===== config.mk =====
export PLATFORM = sky130hd
export DESIGN_NAME = axis_vid_frame_gen
export DESIGN_NICKNAME = d
export VERILOG_FILES = /design/src/rtl/vid_gen_pkg.sv /design/src/rtl/vid_pattern_calc.sv /design/src/rtl/axis_vid_frame_gen.sv
export SDC_FILE = /design/constraint.sdc
export NUM_CORES = 1
export LEC_CHECK = 0
export ABC_AREA = 1
export BUFFER_PORTS_ARGS = -buffer_cell sky130_fd_sc_hd__buf_2
export CORE_ASPECT_RATIO = 0.8
export CORE_MARGIN = 1
export CORE_UTILIZATION = 55
export DETAILED_ROUTE_END_ITERATION = 7
export PLACE_DENSITY = 0.84
export SKIP_LAST_GASP = 1
export SLEW_MARGIN = 20
export SYNTH_ARGS = -nofsm -noshare
export SYNTH_HDL_FRONTEND = slang
export SYNTH_SLANG_ARGS = --single-unit

===== constraint.sdc =====
create_clock -name ACLK -period 9.3 [get_ports ACLK]
set_clock_uncertainty 0.2 [all_clocks]
set_input_delay 2.325 -clock ACLK [delete_from_list [all_inputs] [get_ports ACLK]]
set_output_delay 2.325 -clock ACLK [all_outputs]
set_load 0.005 [all_outputs]

===== src/rtl/vid_gen_pkg.sv =====
// Shared types and helpers for the AXI4-Stream video frame generator.
package vid_gen_pkg;

   typedef enum logic [1:0] {IDLE, ACTIVE, HBLANK, VBLANK} vid_state_t;
   typedef enum logic [1:0] {SOLID, RAMP, BARS, CHECKER} vid_mode_t;

   localparam int NUM_BARS = 8;

   // Counter width for a range of n values; never narrower than one bit.
   function automatic int clog2_min1(input int n);
      return (n < 2) ? 1 : $clog2(n);
   endfunction

endpackage


===== src/rtl/vid_pattern_calc.sv =====
// Combinational test-pattern generator: (mode, x, y, solid) -> one pixel.
module vid_pattern_calc
   import vid_gen_pkg::*;
#(
   parameter  int DATA_W   = 8,
   parameter  int NUM_CH   = 3,
   parameter  int H_ACTIVE = 1920,
   parameter  int V_ACTIVE = 1080,
   parameter  int CHK_LOG2 = 3,
   localparam int X_W      = clog2_min1(H_ACTIVE),
   localparam int Y_W      = clog2_min1(V_ACTIVE),
   localparam int PIX_W    = DATA_W * NUM_CH
)(
   input  logic [1:0]       mode,
   input  logic [X_W-1:0]   x,
   input  logic [Y_W-1:0]   y,
   input  logic [PIX_W-1:0] solid,
   output logic [PIX_W-1:0] pixel
);

   localparam int BAR_W = H_ACTIVE / NUM_BARS;
   localparam int EXT_W = X_W + Y_W + CHK_LOG2 + 1;

   vid_mode_t         mode_e;
   logic [X_W-1:0]    bar_full;
   logic [2:0]        bar;
   logic [DATA_W-1:0] ramp;
   logic              checker_on;

   assign mode_e   = vid_mode_t'(mode);
   assign ramp     = DATA_W'(x);
   assign bar_full = x / X_W'(BAR_W);
   // Leftover pixels when H_ACTIVE is not a multiple of 8 fold into the last bar.
   assign bar      = (bar_full > X_W'(NUM_BARS - 1)) ? 3'(NUM_BARS - 1) : 3'(bar_full);
   assign checker_on = (((EXT_W'(x) >> CHK_LOG2) ^ (EXT_W'(y) >> CHK_LOG2)) & EXT_W'(1)) != '0;

   for (genvar gi = 0; gi < NUM_CH; gi++) begin : g_ch
      assign pixel[gi*DATA_W +: DATA_W] =
         (mode_e == SOLID) ? solid[gi*DATA_W +: DATA_W] :
         (mode_e == RAMP)  ? ramp :
         (mode_e == BARS)  ? {DATA_W{bar[gi % 3]}} :
                             {DATA_W{checker_on}};
   end

endmodule


===== src/rtl/axis_vid_frame_gen.sv =====
// AXI4-Stream video frame source: frame/line sequencing with blanking,
// registered outputs that hold under backpressure, and runtime test patterns.
module axis_vid_frame_gen
   import vid_gen_pkg::*;
#(
   parameter int DATA_W   = 8,
   parameter int NUM_CH   = 3,
   parameter int H_ACTIVE = 1920,
   parameter int V_ACTIVE = 1080,
   parameter int H_BLANK  = 16,
   parameter int V_BLANK  = 64,
   parameter int CHK_LOG2 = 3
)(
   input  logic                       ACLK,
   input  logic                       ARESETN,
   input  logic                       enable,
   input  logic [1:0]                 mode,
   input  logic [DATA_W*NUM_CH-1:0]   solid_color,
   input  logic                       m_axis_tready,
   output logic                       m_axis_tvalid,
   output logic [DATA_W*NUM_CH-1:0]   m_axis_tdata,
   output logic                       m_axis_tuser,
   output logic                       m_axis_tlast,
   output logic                       busy,
   output logic                       frame_done,
   output logic [15:0]                frame_cnt
);

   localparam int PIX_W  = DATA_W * NUM_CH;
   localparam int X_W    = clog2_min1(H_ACTIVE);
   localparam int Y_W    = clog2_min1(V_ACTIVE);
   localparam int VB_LEN = (V_BLANK < 1) ? 1 : V_BLANK;
   localparam int B_MAX  = (H_BLANK > VB_LEN) ? H_BLANK : VB_LEN;
   localparam int B_W    = clog2_min1(B_MAX);

   logic [1:0]       rst_sync_reg;
   logic             rst_n;

   vid_state_t       state_reg, state_next;
   logic [X_W-1:0]   x_reg, x_next;
   logic [Y_W-1:0]   y_reg, y_next;
   logic [B_W-1:0]   blank_reg, blank_next;
   vid_mode_t        mode_reg, mode_next;
   logic [PIX_W-1:0] solid_reg, solid_next;
   logic             xfer, frame_end;

   logic             tvalid_reg, tvalid_next;
   logic             tuser_reg, tuser_next;
   logic             tlast_reg, tlast_next;
   logic             frame_done_reg, frame_done_next;
   logic [PIX_W-1:0] tdata_reg, tdata_next, pixel_next;
   logic [15:0]      frame_cnt_reg, frame_cnt_next;

   // Reset asserts immediately, but its release is aligned to ACLK.
   always_ff @(posedge ACLK or negedge ARESETN) begin
      if (!ARESETN) rst_sync_reg <= '0;
      else          rst_sync_reg <= {rst_sync_reg[0], 1'b1};
   end
   assign rst_n = rst_sync_reg[1];

   assign xfer = tvalid_reg & m_axis_tready;

   always_ff @(posedge ACLK or negedge rst_n) begin
      if (!rst_n) begin
         state_reg      <= IDLE;
         x_reg          <= '0;
         y_reg          <= '0;
         blank_reg      <= '0;
         mode_reg       <= SOLID;
         solid_reg      <= '0;
         tvalid_reg     <= 1'b0;
         tdata_reg      <= '0;
         tuser_reg      <= 1'b0;
         tlast_reg      <= 1'b0;
         frame_done_reg <= 1'b0;
         frame_cnt_reg  <= '0;
      end else begin
         state_reg      <= state_next;
         x_reg          <= x_next;
         y_reg          <= y_next;
         blank_reg      <= blank_next;
         mode_reg       <= mode_next;
         solid_reg      <= solid_next;
         tvalid_reg     <= tvalid_next;
         tdata_reg      <= tdata_next;
         tuser_reg      <= tuser_next;
         tlast_reg      <= tlast_next;
         frame_done_reg <= frame_done_next;
         frame_cnt_reg  <= frame_cnt_next;
      end
   end

   always_comb begin
      state_next = state_reg;
      x_next     = x_reg;
      y_next     = y_reg;
      blank_next = blank_reg;
      mode_next  = mode_reg;
      solid_next = solid_reg;
      frame_end  = 1'b0;
      unique case (state_reg)
         IDLE: begin
            if (enable) begin
               state_next = ACTIVE;
               mode_next  = vid_mode_t'(mode);
               solid_next = solid_color;
               x_next     = '0;
               y_next     = '0;
            end
         end
         ACTIVE: begin
            if (xfer) begin
               if (x_reg == X_W'(H_ACTIVE - 1)) begin
                  x_next     = '0;
                  blank_next = '0;
                  if (y_reg == Y_W'(V_ACTIVE - 1)) begin
                     y_next     = '0;
                     state_next = VBLANK;
                     frame_end  = 1'b1;
                  end else begin
                     y_next     = y_reg + Y_W'(1);
                     state_next = (H_BLANK == 0) ? ACTIVE : HBLANK;
                  end
               end else begin
                  x_next = x_reg + X_W'(1);
               end
            end
         end
         HBLANK: begin
            if (blank_reg == B_W'(H_BLANK - 1)) state_next = ACTIVE;
            else                                blank_next = blank_reg + B_W'(1);
         end
         VBLANK: begin
            if (blank_reg == B_W'(VB_LEN - 1)) begin
               blank_next = '0;
               if (enable) begin
                  state_next = ACTIVE;
                  mode_next  = vid_mode_t'(mode);
                  solid_next = solid_color;
               end else begin
                  state_next = IDLE;
               end
            end else begin
               blank_next = blank_reg + B_W'(1);
            end
         end
      endcase
   end

   vid_pattern_calc #(
      .DATA_W   (DATA_W),
      .NUM_CH   (NUM_CH),
      .H_ACTIVE (H_ACTIVE),
      .V_ACTIVE (V_ACTIVE),
      .CHK_LOG2 (CHK_LOG2)
   ) u_pattern (
      .mode  (mode_next),
      .x     (x_next),
      .y     (y_next),
      .solid (solid_next),
      .pixel (pixel_next)
   );

   // Outputs are loaded from the next coordinates, so a stalled beat reloads itself.
   always_comb begin
      tvalid_next     = (state_next == ACTIVE);
      tuser_next      = tvalid_next && (x_next == '0) && (y_next == '0);
      tlast_next      = tvalid_next && (x_next == X_W'(H_ACTIVE - 1));
      tdata_next      = tvalid_next ? pixel_next : '0;
      frame_done_next = frame_end;
      frame_cnt_next  = frame_cnt_reg + 16'(frame_end);
   end

   assign m_axis_tvalid = tvalid_reg;
   assign m_axis_tdata  = tdata_reg;
   assign m_axis_tuser  = tuser_reg;
   assign m_axis_tlast  = tlast_reg;
   assign busy          = (state_reg != IDLE);
   assign frame_done    = frame_done_reg;
   assign frame_cnt     = frame_cnt_reg;

endmodule


==> out/qor.txt <==
Comb pwr share - 49.1%
multi-input logic area - 2360 um2
Cell Int Power - 0.00102 W
Tightest Pin Transition - 1050 ps
initial drt markers - 415
worst r2r src - blank_reg[0]
Lkg Pwr - 3.01 nW
sequential element share of the synthesized area - 47.5%
Reg2Reg Setup Slack - 5430 ps
vias in the first global route - 4392
Sw Pwr - 0.000853 W
# nets final - 737
CP max-delay cell - nor3_4
most frequent cell after synthesis - dfrtp_1
worst min path class - reg -> async
final WL - 12400 um
Post-Route Setup TNS - 0 ps
syn_nets - 667
register area - 2560 um2
pre-CTS WS - 3790 ps
post-route setup slack - 4030 ps
Clock Sinks - 102
Cell variety after synth - 46
Root Driver - clkbuf_16
Final Cell Area - 6100 um2
Core Util, Final - 65.8%
Sw Share - 45.4%
Slew Limit Fails - 0
drt pass-1 iters - 5
crit path capture type - register
diode count - 0
Filler cells - 713
Cells after DPL - 802
final setup violation count - 0
dominant cells by area after synthesis - dfrtp_1 (48%), inv_1 (6.4%), nand3_1 (6.1%), nand2_1 (5.9%), o22ai_1 (3.4%)
Max stage delay on crit path - 870 ps
routed wire length per instance - 15.2 um
FMAX - 190 MHz
Clk Latency, worst-skew pair - 340 ps
Seq pwr share - 32.6%
vias per cell - 5.74
RSZ-0062 raised after global routing - no
first-pass GRT wire length - 20600 um
fin crit share - 56.6%
die area - 10200 um2
Worst Reg2Reg Path Length in Cells - 12
area grow syn2layout - 13.6%
Clock transition at path regs - 70 ps
Most used DFF post-synth - dfrtp_1
initial antenna violation count - 0
top cell type's share of synthesized area - 47.5%
post-DP HPWL - 8870 um
number of max-cap violations - 0
area leader, netlist - dfrtp_1
Final Hold Fails - 0
DR DRC count - 0
critical path class - in -> reg
Hold-fix buffers, CTS - 0
GPL Wtd Cong - 0.924
share of cells above drive strength 1 - 22.1%
reg2reg end - m_axis_tdata[1]
Pwr per Cell Area - 308 nW/um2
top cells by count, synth - dfrtp_1 (102), inv_1 (91), nand2_1 (85)
status - complete, no violations
ys async rst share - 100%
worst vdd ir - 0.000178 V
routed vias - 4684
Initial Util - 57.9%
gr usage total - 25.5%
min Tclk post-route - 5270 ps
I/O Buffers - 74
Post-Synthesis Cell Area - 5370 um2
Die X - 112 um
clock network fraction of total power - 18.2%
Worst EP arrival - 5270 ps
non-filler cells, final - 816
CTS resizes - 0
CORE AREA - 9270 um2
CTS Buffer Depth - 2
pin count of the biggest net entering global routing - 71
Syn Inst Count - 628
FP Rows - 31
I/O pin count - 75
ANT nets after route - 0
number of synthesized flops with an enable pin - 0
critical path peak fanout - 40
# Post-CTS Setup Buffers - 0
Startpoint Class - input pin
CP required - 9310 ps
CTS tree - done
die height - 90.4 um
critical-path cell list - buf_2 -> a21oi_1 -> nor3_4 -> o22ai_2 -> nor2_2 -> inv_2 -> o21ai_0 -> a21oi_2
syn_area_per_cell - 8.55 um2
htree depth - 3
DP Area - 5830 um2
slew margin rel. - 29.5%
Congestion Overflow GR - 0
Yosys reg bits - 102
Ys Warns - 0
TritonCTS buffer count - 9
logic make-up (layout without fill, tap and decap cells):
family	after synthesis	after routing	share of synthesized area, %
xor+xnor	19	19	3.10
other cells	1	1	0.0698
flops	102	102	47.5
buf+inv	120	193	8.57
fa+ha+maj	9	9	2.10
simple gates	250	250	23.4
compound gates	127	127	15.3
layout make-up:
cell class / instances / area share [%]
Inverter: 104 / 6.44
Tap cell: 115 / 2.36
Sequential cell: 102 / 41.9
Clock inverter: 3 / 0.369
Multi-Input combinational cell: 406 / 38.8
Clock buffer: 11 / 3.98
Timing Repair Buffer: 75 / 6.19
power by group through the flow:
stage | Sequential (W) | Combinational (W) | Clock (W)
finish | 0.000613 | 0.000923 | 0.000343
floorplan | 0.000614 | 0.000690 | 0
CTS | 0.000611 | 0.000909 | 0.000348
global route | 0.000622 | 0.00102 | 0.000363
global placement | 0.000615 | 0.000867 | 0
detailed placement | 0.000617 | 0.000900 | 0
per-stage QoR:
stage                     total power [W]  hold slack [ps]
after global placement            0.00148             60.2
final                             0.00188             47.9
after detailed placement          0.00152             61.4
after floorplan                   0.00130              131
after global routing              0.00201             92.1
after CTS                         0.00187             66.5
layer usage:
metal  GRT usage, %  vias up  routed length, um
li1               -     2232                  -
met1           35.8     2212               5570
met2           38.8      210               5660
met3           5.44       30                898
met4           10.2        0                291
met5              0        -                  0
critical path: cells and delay by family:
family / cells / cell delay, ps
simple gates: 2 / 1280
compound gates: 4 / 830
buf+inv: 2 / 810
cells in the final DEF (no fill, tap or decap), drive strengths merged, types with 3 or more instances in the layout:
cell	n
nor2	35
a21oi	41
o21ai	40
xor2	16
ha	9
inv	102
nand4	13
dfrtp	102
o22ai	31
buf	75
nor4	7
nor3	16
nand2	106
clkinvlp	3
o21bai	3
clkbuf	11
xnor2	3
nand3	69
worst max-delay path by stage:
stage / from / endpoint / depth (start not counted) / slack, ps
final: enable / m_axis_tdata[1] / 8 / 4030
after global placement: m_axis_tready / frame_cnt[15] / 17 / 3870
after CTS: enable / m_axis_tdata[1] / 8 / 4120
after global routing: m_axis_tready / frame_cnt[15] / 17 / 3790
after detailed placement: enable / m_axis_tdata[1] / 8 / 3790
after floorplan: m_axis_tready / frame_cnt[15] / 16 / 4440
(Power assumes the default switching activity.)
